<file path="src/rtl/stream_mux.sv">
// N-input packet-aware stream multiplexer with fixed-select or round-robin
// arbitration, per-packet locking and a registered output stage.
module stream_mux #(
  parameter int WIDTH     = 8,
  parameter int NUM_IN    = 8,
  parameter int SEL_WIDTH = 3
) (
  input  logic                    clk,
  input  logic                    reset,
  input  logic                    mode,
  input  logic [SEL_WIDTH-1:0]    select,
  input  logic [NUM_IN*WIDTH-1:0] in_data,
  input  logic [NUM_IN-1:0]       in_valid,
  input  logic [NUM_IN-1:0]       in_last,
  output logic [NUM_IN-1:0]       in_ready,
  output logic [WIDTH-1:0]        out_data,
  output logic                    out_valid,
  output logic                    out_last,
  output logic [SEL_WIDTH-1:0]    out_chan,
  input  logic                    out_ready
);

  typedef enum logic {IDLE, LOCKED} state_e;

  state_e               state_q, state_d;
  logic [SEL_WIDTH-1:0] lock_q, lock_d;
  logic [SEL_WIDTH-1:0] rr_q, rr_d;
  logic [WIDTH-1:0]     data_q, data_d;
  logic                 valid_q, valid_d;
  logic                 last_q, last_d;
  logic [SEL_WIDTH-1:0] chan_q, chan_d;

  logic                 can_load;
  logic                 cand_vld;
  logic [SEL_WIDTH-1:0] cand;
  logic                 hi_hit, lo_hit;
  logic [SEL_WIDTH-1:0] hi_idx, lo_idx;
  logic [WIDTH-1:0]     g_data;
  logic                 g_last;
  logic                 xfer;

  assign can_load = !valid_q || out_ready;

  // Descending scan so the lowest index above / at-or-below rr_q wins.
  always_comb begin
    hi_hit = 1'b0;
    lo_hit = 1'b0;
    hi_idx = '0;
    lo_idx = '0;
    for (int i = NUM_IN - 1; i >= 0; i--) begin
      if (in_valid[i]) begin
        if (SEL_WIDTH'(i) > rr_q) begin
          hi_hit = 1'b1;
          hi_idx = SEL_WIDTH'(i);
        end else begin
          lo_hit = 1'b1;
          lo_idx = SEL_WIDTH'(i);
        end
      end
    end
  end

  always_comb begin
    cand     = '0;
    cand_vld = 1'b0;
    if (state_q == LOCKED) begin
      cand     = lock_q;
      cand_vld = 1'b1;
    end else if (mode) begin
      cand     = hi_hit ? hi_idx : lo_idx;
      cand_vld = hi_hit || lo_hit;
    end else begin
      cand     = select;
      cand_vld = int'(select) < NUM_IN;
    end
  end

  always_comb begin
    in_ready = '0;
    g_data   = '0;
    g_last   = 1'b0;
    for (int i = 0; i < NUM_IN; i++) begin
      if (cand == SEL_WIDTH'(i)) begin
        g_data      = in_data[i*WIDTH +: WIDTH];
        g_last      = in_last[i];
        in_ready[i] = cand_vld && can_load &&
                      !reset && in_valid[i];
      end
    end
  end

  assign xfer = |(in_valid & in_ready);

  always_comb begin
    state_d = state_q;
    lock_d  = lock_q;
    rr_d    = rr_q;
    data_d  = data_q;
    valid_d = valid_q;
    last_d  = last_q;
    chan_d  = chan_q;
    if (xfer) begin
      data_d  = g_data;
      last_d  = g_last;
      chan_d  = cand;
      valid_d = 1'b1;
    end else if (valid_q && out_ready) begin
      valid_d = 1'b0;
    end
    unique case (state_q)
      IDLE: begin
        if (xfer) begin
          rr_d = cand;
          if (!g_last) begin
            state_d = LOCKED;
            lock_d  = cand;
          end
        end
      end
      LOCKED: begin
        if (xfer && g_last) state_d = IDLE;
      end
      default: state_d = IDLE;
    endcase
  end

  always_ff @(posedge clk) begin
    if (reset) begin
      state_q <= IDLE;
      lock_q  <= '0;
      rr_q    <= SEL_WIDTH'(NUM_IN - 1);
      data_q  <= '0;
      valid_q <= 1'b0;
      last_q  <= 1'b0;
      chan_q  <= '0;
    end else begin
      state_q <= state_d;
      lock_q  <= lock_d;
      rr_q    <= rr_d;
      data_q  <= data_d;
      valid_q <= valid_d;
      last_q  <= last_d;
      chan_q  <= chan_d;
    end
  end

  assign out_data  = data_q;
  assign out_valid = valid_q;
  assign out_last  = last_q;
  assign out_chan  = chan_q;

endmodule

</file>
<file path="config.mk">
export PLATFORM = sky130hd
export DESIGN_NAME = stream_mux
export DESIGN_NICKNAME = d
export VERILOG_FILES = /design/src/rtl/stream_mux.sv
export SDC_FILE = /design/constraint.sdc
export NUM_CORES = 1
export LEC_CHECK = 0
export ABC_CLOCK_PERIOD_IN_PS = 3800
export BUFFER_PORTS_ARGS = -buffer_cell sky130_fd_sc_hd__buf_2
export CELL_PAD_IN_SITES_DETAIL_PLACEMENT = 1
export CELL_PAD_IN_SITES_GLOBAL_PLACEMENT = 1
export CORE_MARGIN = 8
export CORE_UTILIZATION = 32
export CTS_BUF_LIST = sky130_fd_sc_hd__clkbuf_8
export DETAILED_ROUTE_END_ITERATION = 16
export GPL_ROUTABILITY_DRIVEN = 0
export PLACE_DENSITY_LB_ADDON = 0.08
export SETUP_SLACK_MARGIN = 0.02
export SLEW_MARGIN = 25
export SYNTH_ARGS = -nofsm -noshare
export SYNTH_HDL_FRONTEND = slang
export SYNTH_SLANG_ARGS = --single-unit
</file>
<file path="constraint.sdc">
create_clock -name clk -period 3.8 [get_ports clk]
set_clock_uncertainty 0.15 [all_clocks]
set_input_delay 0.76 -clock clk [delete_from_list [all_inputs] [get_ports clk]]
set_output_delay 0.76 -clock clk [all_outputs]
set_load 0.02 [all_outputs]
</file>
==> results of run 1 <==
[kinds of logic (layout without fill, tap and decap cells)]
logic type / after synthesis / count (layout)
DFF: 20 / 20
buffers and inverters: 35 / 142
and+or+nand+nor: 144 / 144
AOI/OAI and AO/OA: 112 / 112
muxes: 7 / 7
adders and majority gates: 1 / 1
[power groups by stage]
stage	sequential (W)	combinational (W)	clock (W)
final	0.000361	0.00150	0.000165
after detailed placement	0.000365	0.00149	0
after floorplan	0.000375	0.000980	0
after global placement	0.000361	0.00147	0
after global routing	0.000372	0.00165	0.000177
after CTS	0.000361	0.00150	0.000169
[placed cells by master (no fill, tap or decap), types with 3 or more instances in the layout]
master	n
sky130_fd_sc_hd__o2bb2ai_1	3
sky130_fd_sc_hd__a221oi_1	3
sky130_fd_sc_hd__mux2i_1	7
sky130_fd_sc_hd__o211ai_1	5
sky130_fd_sc_hd__nor2_1	30
sky130_fd_sc_hd__a21o_1	10
sky130_fd_sc_hd__o21ai_0	26
sky130_fd_sc_hd__clkbuf_8	4
sky130_fd_sc_hd__nor3_1	11
sky130_fd_sc_hd__nand2_1	65
sky130_fd_sc_hd__nor2b_1	5
sky130_fd_sc_hd__inv_1	10
sky130_fd_sc_hd__o221ai_1	7
sky130_fd_sc_hd__and2_1	5
sky130_fd_sc_hd__buf_2	107
sky130_fd_sc_hd__a311oi_2	7
sky130_fd_sc_hd__a211oi_1	3
sky130_fd_sc_hd__nand3_1	3
sky130_fd_sc_hd__buf_4	18
sky130_fd_sc_hd__a21oi_1	16
sky130_fd_sc_hd__nand2b_1	4
sky130_fd_sc_hd__dfxtp_1	18
[sequential cells by signal, indices dropped and copies added (netlist names)]
| signal | cells |
|---|---|
| out_valid | 1 |
| rr_q | 3 |
| lock_q | 3 |
| out_chan | 3 |
| out_last | 1 |
| state_q | 1 |
| out_data | 8 |
[Yosys cell counts (2+ instances only)]
cell                        instances
sky130_fd_sc_hd__o21ai_0           27
sky130_fd_sc_hd__nor3_1            12
sky130_fd_sc_hd__a21oi_1           16
sky130_fd_sc_hd__buf_2             14
sky130_fd_sc_hd__inv_1             10
sky130_fd_sc_hd__nand2b_1           4
sky130_fd_sc_hd__nand2_1           65
sky130_fd_sc_hd__nor3b_1            2
sky130_fd_sc_hd__clkbuf_1           8
sky130_fd_sc_hd__o211ai_1           5
sky130_fd_sc_hd__a211oi_1           3
sky130_fd_sc_hd__nand3_1            3
sky130_fd_sc_hd__a22o_1             2
sky130_fd_sc_hd__a31oi_1            2
sky130_fd_sc_hd__and2_1             5
sky130_fd_sc_hd__o2bb2ai_1          3
sky130_fd_sc_hd__a221oi_1           3
sky130_fd_sc_hd__dfxtp_1           20
sky130_fd_sc_hd__o2111a_1           2
sky130_fd_sc_hd__a311oi_2           6
sky130_fd_sc_hd__o22ai_1            2
sky130_fd_sc_hd__a21o_1            10
sky130_fd_sc_hd__nor4_1             4
sky130_fd_sc_hd__nor2b_1            5
sky130_fd_sc_hd__nand4b_1           2
sky130_fd_sc_hd__nor2_1            32
sky130_fd_sc_hd__o221ai_1           7
sky130_fd_sc_hd__a311oi_1           3
sky130_fd_sc_hd__a2111oi_0          2
sky130_fd_sc_hd__and3_1             3
sky130_fd_sc_hd__mux2i_1            7
[layer usage]
metal  up-vias  wire, um
met1      1317      3730
met2        85      4730
met4         0       217
li1       1385         -
met5         -         0
met3        16       576
[final cells by class]
type | count | area (sq um)
fill | 920 | 3730
multi-input combinational | 264 | 1640
timing repair buffer | 128 | 722
sequential | 20 | 403
tap | 80 | 100
clock buffer | 4 | 55.1
inverter | 10 | 37.5
[worst max-delay path, cell delays in order]
cell and delay (ps):
sky130_fd_sc_hd__buf_2 150, sky130_fd_sc_hd__a21boi_1 160, sky130_fd_sc_hd__o32ai_1 460, sky130_fd_sc_hd__a22oi_1 170, sky130_fd_sc_hd__a21oi_1 230, sky130_fd_sc_hd__o21ai_1 90, sky130_fd_sc_hd__buf_4 180, sky130_fd_sc_hd__nor4_1 350
sky130_fd_sc_hd__buf_2 250
[through the flow]
stage | cells | area [sq um]
2_1_floorplan | 319 | 2180
3_3_place_gp | 502 | 2880
3_5_place_dp | 502 | 2880
4_1_cts | 506 | 2940
5_1_grt | 506 | 2960
6_report | 506 | 2960
[how the worst min path moves through the flow]
| stage | from | end | slack, ps | cells after the start |
|---|---|---|---|---|
| after floorplan | lock_q[0] | lock_q[0] | 280 | 2 |
| after global placement | lock_q[0] | lock_q[0] | 290 | 2 |
| after detailed placement | lock_q[2] | lock_q[2] | 310 | 2 |
| after CTS | lock_q[2] | lock_q[2] | 320 | 2 |
| after global routing | out_chan[1] | out_chan[1] | 330 | 2 |
| final | lock_q[0] | lock_q[0] | 320 | 2 |
==> metrics.txt, run 1 <==
GRT Util Overall 18.9%; full die area 0.00964 sq mm; Layout area overhead 36.8%; effective utilization at floorplan 32.3%; switching power of the nets 0.00105 W; end of the worst register-to-register path out_data[4]; global route hottest layer met2; clk sinks 20; class of the tightest hold or removal check register to register; final antenna-violating net count 0; final hold slack 315 ps; clock tree from TritonCTS built; post-detailed-placement half-perimeter wirelength 7.61 mm; port bufs 107; fraction of synthesized cell area in xor and xnor cells 0%; setup repair after global routing missed its margin yes; Detailed Route Iter0 Violations 56; Comb pwr share 74.0%; net switching share of the total power 52.1%; Setup crit start in_valid[3]; number of warning messages in the yosys log 0; vias in the first global route 3,050; Hold-fix buffers, CTS 0; count of antenna diodes in the layout 0; outcome finished clean; met2 Use GR 35.0%; final net count 514; synthesized flop and latch total 20; adder-cell share of the synthesized area 0.463%; max-slew violation count 0; final worst slack 83.1 ps; global-route met1 utilization 20.4%; worst relative slew slack 69.4%; detailed-route via count 2,803; DRC violation count after routing 0; arrival time reported for the critical path endpoint 2810 ps; post-layout util 44.2%; met3 track demand over resource in global routing 5.19%; length in cells of the worst reg-to-reg path 11; post-synthesis simple-gate area fraction 30.9%; count of TritonRoute iterations in the first routing pass 4; dominant synthesized flop cell sky130_fd_sc_hd__dfxtp_1; Worst Path Max Fanout 8; part of the total power dissipated in the clock network 8.1%; Internal 0.000970 W; maximum count of clock buffers along a single path 2; min cycle time layout 3720 ps; share of cell area taken by muxes after synthesis 3.24%; area share of the largest cell type after synthesis 18.5%; area of the core region 0.00668 sq mm; Final setup violation count 0; Distinct cells, synth 61; Remaining Overflow, GRT 0; Max Cap Viol 0; Register-to-Register Setup Slack 470 ps; required time reported for the critical path endpoint 2890 ps; total number of H-tree levels 1; count of mapped cells out of synthesis 319; termination of the worst setup path in_ready[2]; achievable frequency 0.269 GHz; sequential-to-total area share from yosys stat 18.5%; total standard cell area after synthesis 0.00216 sq mm; via density per instance 5.54; clock buffer count from CTS 3; Skew-Pair Late Insertion Delay 260 ps; critical path capture point type primary output; pin count of the biggest net entering global routing 25; worst voltage drop across the vdd grid 255 uV; Total Power 0.00202 W; library cell occupying the most area in the post-synthesis netlist sky130_fd_sc_hd__dfxtp_1; post-CTS setup buffer count 0; routed wirelength normalized by instance count 18.3 um; DIE WIDTH 98.2 um; Clock transition at path regs 70 ps; total power density per cell area 685 mW/mm^2; combinational family with the most area after synthesis compound AO/OA/AOI/OAI gates; R2R Path Start rr_q[2]; slew at the pin with the worst max-slew slack 447 ps; proportion of layout cells with a drive suffix above 1 36.4%; EDFF count, synth 0; vertical extent of the die 98.2 um; leakage power 1.34 nW; initial antenna violation count 0; clock tree root driver cell sky130_fd_sc_hd__clkbuf_8; most area-consuming cells after synthesis sky130_fd_sc_hd__dfxtp_1 19%, sky130_fd_sc_hd__nand2_1 11%, sky130_fd_sc_hd__o21ai_0 6.3%; post-route fraction of the period consumed by the critical path 97.8%; post-cts gate resize count 0; Setup CP Type primary input to primary output; post-synthesis compound-gate area fraction 39.5%; share of total power in sequential cells 17.8%; post-placement setup slack 53.4 ps; wire length of the first global-routing pass 15.1 mm; io pins 108; post-synthesis async set-or-reset flop share 0%; Net Count, Synth 406; final hold violations 0; setup total negative slack 0 ps; synthesized area per cell 6.77 sq um; Startpoint Class primary input; number of rows created at floorplan 30; sum of routed wire length over all layers 9.26 mm
Note: power is estimated with default switching activity, not from simulation.
==> inputs of run 2 (changes only) <==
==> constraint.sdc (replaced) <==
create_clock -name clk -period 3.8 [get_ports clk]
set_clock_uncertainty 0.15 [all_clocks]
set_input_delay 0.19 -clock clk [delete_from_list [all_inputs] [get_ports clk]]
set_output_delay 0.19 -clock clk [all_outputs]
set_load 0.02 [all_outputs]
==> run 2 against run 1 <==
Effect of this change:
- register-to-register slack got worse by 40 ps
- non-clock buffer count fell by 13
- combinational power fell by 7%
- sequential cell count did not move
- via count fell by 2.3%
- die area did not move
- cell count fell by 2.8%
- core utilization fell by 2.4 points
- critical path depth rose by 2
- critical endpoint is now in_ready[6]
- largest power group unchanged
==> metrics.txt, run 2 (synthesis results as in run 1) <==
commonest non-fill, non-tap cell in the layout sky130_fd_sc_hd__buf_2; final net count 501; Clock transition at path regs 70 ps; setup repair after global routing missed its margin no; pin count of the biggest net entering global routing 39; count of TritonRoute iterations in the first routing pass 4; post-layout util 41.9%; worst relative slew slack 59.6%; critical path capture point type primary output; routed length on met2 4.71 mm; flip-flop count of the largest register after layout 8; clock buffer count from CTS 3; Total Power 0.00188 W; DRC violation count after routing 0; io pins 108; proportion of layout cells with a drive suffix above 1 32.3%; final hold violations 0; outcome finished clean; required time reported for the critical path endpoint 3460 ps; Hold-fix buffers, CTS 0; Met1 Routed Length 3.71 mm; leakage power 1.26 nW; part of the total power dissipated in the clock network 7.2%; number of rows created at floorplan 30; final hold slack 140 ps; maximum count of clock buffers along a single path 2; clock tree root driver cell sky130_fd_sc_hd__clkbuf_8; sum of routed wire length over all layers 9.14 mm; DIE WIDTH 98.2 um; count of antenna diodes in the layout 0; Remaining Overflow, GRT 0; max incr delay on CP 370 ps; post-detailed-placement half-perimeter wirelength 7.33 mm; fillers 930; detailed-route via count 2,739; Seq. cell area 400 sq um; highest routed layer met4; clock tree from TritonCTS built; GRT Util Overall 18.3%; cell breakdown of the critical path buf_4 > or3_1 > a21oi_1 > o21ai_1 > a211o_1 > nand2_1 > buf_4 > nand2_1 > nor2_1 > and3_1 > buf_2; via density per instance 5.57; Internal 0.000860 W; Final setup violation count 0; Detailed Route Iter0 Violations 48; Max Cap Viol 0; max-slew violation count 0; slew at the pin with the worst max-slew slack 606 ps; Skew-Pair Late Insertion Delay 250 ps; clk sinks 20; post-placement setup slack 434 ps; slowest CP cell sky130_fd_sc_hd__or3_1; net switching share of the total power 54.1%; initial antenna violation count 0; total area of multi-input combinational cells 0.00161 sq mm; switching power of the nets 0.00101 W; area of the core region 0.00668 sq mm; Comb pwr share 74.0%; leading cell types in the layout, fill and taps excluded 107 x sky130_fd_sc_hd__buf_2, 65 x sky130_fd_sc_hd__nand2_1, 31 x sky130_fd_sc_hd__nor2_1; Worst Path Max Fanout 30; worst voltage drop across the vdd grid 244 uV; Startpoint Class register; final worst slack 327 ps; setup total negative slack 0 ps; Setup CP Type register to primary output; final antenna-violating net count 0; full die area 0.00964 sq mm; effective utilization at floorplan 32.3%; Layout area overhead 29.5%; Critical path buffers and inverters 3; total number of H-tree levels 1; wire length of the first global-routing pass 14.6 mm; share of total power in sequential cells 18.8%; achievable frequency 0.288 GHz; vias in the first global route 2,935; category of cells accounting for the largest share of critical-path delay simple AND/OR/NAND/NOR gates; vertical extent of the die 98.2 um; arrival time reported for the critical path endpoint 3130 ps; class of the tightest hold or removal check primary input to register; post-route fraction of the period consumed by the critical path 91.4%; port bufs 107; min cycle time layout 3470 ps; met3 WL post-DR 605 um; total power density per cell area 670 mW/mm^2; routed wirelength normalized by instance count 18.6 um
==> run 2: cell count changes in the layout (fill, tap and decap cells not counted), sizes merged <==
cell,change
buf,-13
clkbuf,-1
==> run 2: area by class of cell <==
| cell class | count | area share (%) |
|---|---|---|
| Tap cell | 80 | 3.58 |
| Sequential cell | 20 | 14.3 |
| Clock buffer | 3 | 1.48 |
| Multi-Input combinational cell | 264 | 57.6 |
| Timing Repair Buffer | 115 | 21.7 |
| Inverter | 10 | 1.34 |
==> run 2: worst paths after layout <==
kind,startpoint,end,slack [ps],cells past startpoint
setup / recovery,rr_q[2],in_ready[6],330,11
hold / removal,out_ready,out_valid,140,4
setup reg to reg,rr_q[1],state_q,430,10
hold reg to reg,out_chan[1],out_chan[1],310,2
==> run 2: layer usage <==
layer  vias to the layer above  GRT usage [%]
met1                      1293           20.1
met5                         -              0
met2                        78           34.1
li1                       1360              -
met3                         8           5.41
met4                         0           3.19
==> run 2: repair_timing <==
action | in CTS | in global routing
setup buffers | 0 | 0
endpoints found under the setup margin | 0 | 1
gates resized for setup | 0 | 1
==> run 2: worst min-delay path, cell delays in order <==
cell and delay [ps]:
sky130_fd_sc_hd__buf_2 80, sky130_fd_sc_hd__nor2b_1 80, sky130_fd_sc_hd__nor2_1 110, sky130_fd_sc_hd__nor2_1 40
==> run 2: power by group through the flow <==
stage          logic [W]  registers (W)  clock network [W]
6_report         0.00139       0.000353           0.000134
4_1_cts          0.00141       0.000353           0.000140
5_1_grt          0.00154       0.000363           0.000150
3_3_place_gp     0.00137       0.000359                  0
3_5_place_dp     0.00140       0.000356                  0
2_1_floorplan   0.000972       0.000375                  0
==> run 2: stage by stage <==
stage / cells / cell area, sq um
floorplan: 319 / 2160
finish: 492 / 2800
global route: 492 / 2800
detailed placement: 489 / 2750
CTS: 492 / 2800
global placement: 489 / 2750
==> inputs of run 3 (changes only) <==
--- a/config.mk
+++ b/config.mk
@@ -15,6 +15,7 @@
 export DETAILED_ROUTE_END_ITERATION = 16
 export GPL_ROUTABILITY_DRIVEN = 0
 export PLACE_DENSITY_LB_ADDON = 0.08
+export RECOVER_POWER = 100
 export SETUP_SLACK_MARGIN = 0.02
 export SLEW_MARGIN = 25
 export SYNTH_ARGS = -nofsm -noshare
==> run 3 against run 2 <==
Effect of this change:
- global-route usage unchanged
- register-to-register slack worse by 190 ps
- first-iteration DRC count rose by 17%
- combinational power about the same
- total power shrank 1.3%
- via count down 0.22%
- worst setup slack worse by 88 ps
- core utilization down 0.54 points
- non-clock buffer count unchanged
- wire length rose by 0.25%
- largest cell class unchanged
==> metrics.txt, run 3 (synthesis results as in run 1) <==
clock tree from TritonCTS built; leakage power 1.19 nW; setup total negative slack 0 ps; initial antenna violation count 0; GRT Util Overall 18.3%; DRC violation count after routing 0; io pins 108; worst voltage drop across the vdd grid 239 uV; leading cell types in the layout, fill and taps excluded 90 x sky130_fd_sc_hd__buf_2, 65 x sky130_fd_sc_hd__nand2_1, 31 x sky130_fd_sc_hd__nor2_1; clk sinks 20; Setup CP Type register to register; post-layout util 41.3%; clock buffer count from CTS 3; final antenna-violating net count 0; Clock transition at path regs 70 ps; class of the tightest hold or removal check primary input to register; Total Power 0.00185 W; required time reported for the critical path endpoint 3800 ps; final cell count without fillers 492; effective utilization at floorplan 32.3%; Setup crit start rr_q[1]; routed wirelength normalized by instance count 18.6 um; post-placement setup slack 434 ps; worst relative slew slack 59.4%; Worst Path Max Fanout 38; flip-flop count of the largest register after layout 8; sum of routed wire length over all layers 9.16 mm; vertical extent of the die 98.2 um; count of antenna diodes in the layout 0; Final setup violation count 0; arrival time reported for the critical path endpoint 3560 ps; final hold violations 0; Skew-Pair Late Insertion Delay 250 ps; via density per instance 5.55; cell total after placement 489; total number of H-tree levels 1; maximum count of clock buffers along a single path 2; outcome finished clean; achievable frequency 0.281 GHz; commonest non-fill, non-tap cell in the layout sky130_fd_sc_hd__buf_2; R2R Path Start rr_q[1]; detailed-route via count 2,733; port bufs 107; number of rows created at floorplan 30; post-route fraction of the period consumed by the critical path 93.7%; Max Cap Viol 0; final net count 501; clock tree root driver cell sky130_fd_sc_hd__clkbuf_8; Startpoint Class register; final worst slack 239 ps; Remaining Overflow, GRT 0; DIE WIDTH 98.2 um; total power density per cell area 670 mW/mm^2; post-detailed-placement half-perimeter wirelength 7.33 mm; startpoint of the lowest-slack hold path out_ready; setup repair after global routing missed its margin no; Layout area overhead 27.8%; pin count of the biggest net entering global routing 39; max-slew violation count 0; count of TritonRoute iterations in the first routing pass 4; min cycle time layout 3560 ps; slew at the pin with the worst max-slew slack 608 ps; area of the core region 0.00668 sq mm; vias in the first global route 2,935; critical path capture point type register; proportion of layout cells with a drive suffix above 1 27.9%; wire length of the first global-routing pass 14.6 mm; Detailed Route Iter0 Violations 56; full die area 0.00964 sq mm
[run 3: metal layers]
metal / part of all wire [%] / routed length (um) / vias to the layer above / track usage (%)
met1: 41 / 3720 / 1289 / 20.1
met5: 0 / 0 / - / 0
met2: 51 / 4700 / 78 / 34.1
met4: 1.2 / 110 / 0 / 3.19
met3: 6.9 / 636 / 8 / 5.41
li1: - / - / 1358 / -
[run 3: timing repair]
item	in CTS	in global routing
setup buffers	0	0
endpoints found under the setup margin	0	1
hold buffers	0	0
gates resized for setup	0	1
[run 3: worst paths after layout]
check / to / slack (ps) / cells after the start
setup / recovery: state_q / 240 / 10
hold / removal: out_valid / 140 / 4
setup reg to reg: state_q / 240 / 10
hold reg to reg: lock_q[0] / 310 / 2
[run 3: worst max-delay path: stages, from the launching register on]
cell	delay, ps
sky130_fd_sc_hd__dfxtp_1	660
sky130_fd_sc_hd__a21boi_0	260
sky130_fd_sc_hd__o32ai_1	530
sky130_fd_sc_hd__a221oi_2	140
sky130_fd_sc_hd__a211oi_1	380
sky130_fd_sc_hd__buf_4	430
sky130_fd_sc_hd__nand2_1	100
sky130_fd_sc_hd__o211ai_1	170
sky130_fd_sc_hd__a32o_1	300
sky130_fd_sc_hd__nor2_1	110
sky130_fd_sc_hd__o21a_1	210
[run 3: layout make-up]
type                    instances  area (sq um)
flip-flops and latches         20           400
repair buffers                115           588
inverters                      10          37.5
fillers                       937          3920
clock buffers                   3          41.3
multi-input cells             264          1590
well taps                      80           100
[run 3: stage by stage]
| stage | hold slack, ps | area, sq um |
|---|---|---|
| 2_1_floorplan | 258 | 2160 |
| 4_1_cts | 133 | 2800 |
| 5_1_grt | 153 | 2760 |
| 3_3_place_gp | 297 | 2750 |
| 3_5_place_dp | 302 | 2750 |
| 6_report | 139 | 2760 |
[run 3: report_power, final]
group | internal [W] | total, W | switching, W | leakage, nW
registers | 0.000282 | 0.000354 | 0.0000725 | 0.165
logic | 0.000487 | 0.00136 | 0.000874 | 1.00
clock network | 0.0000705 | 0.000135 | 0.0000647 | 0.0216
total | 0.000839 | 0.00185 | 0.00101 | 1.19
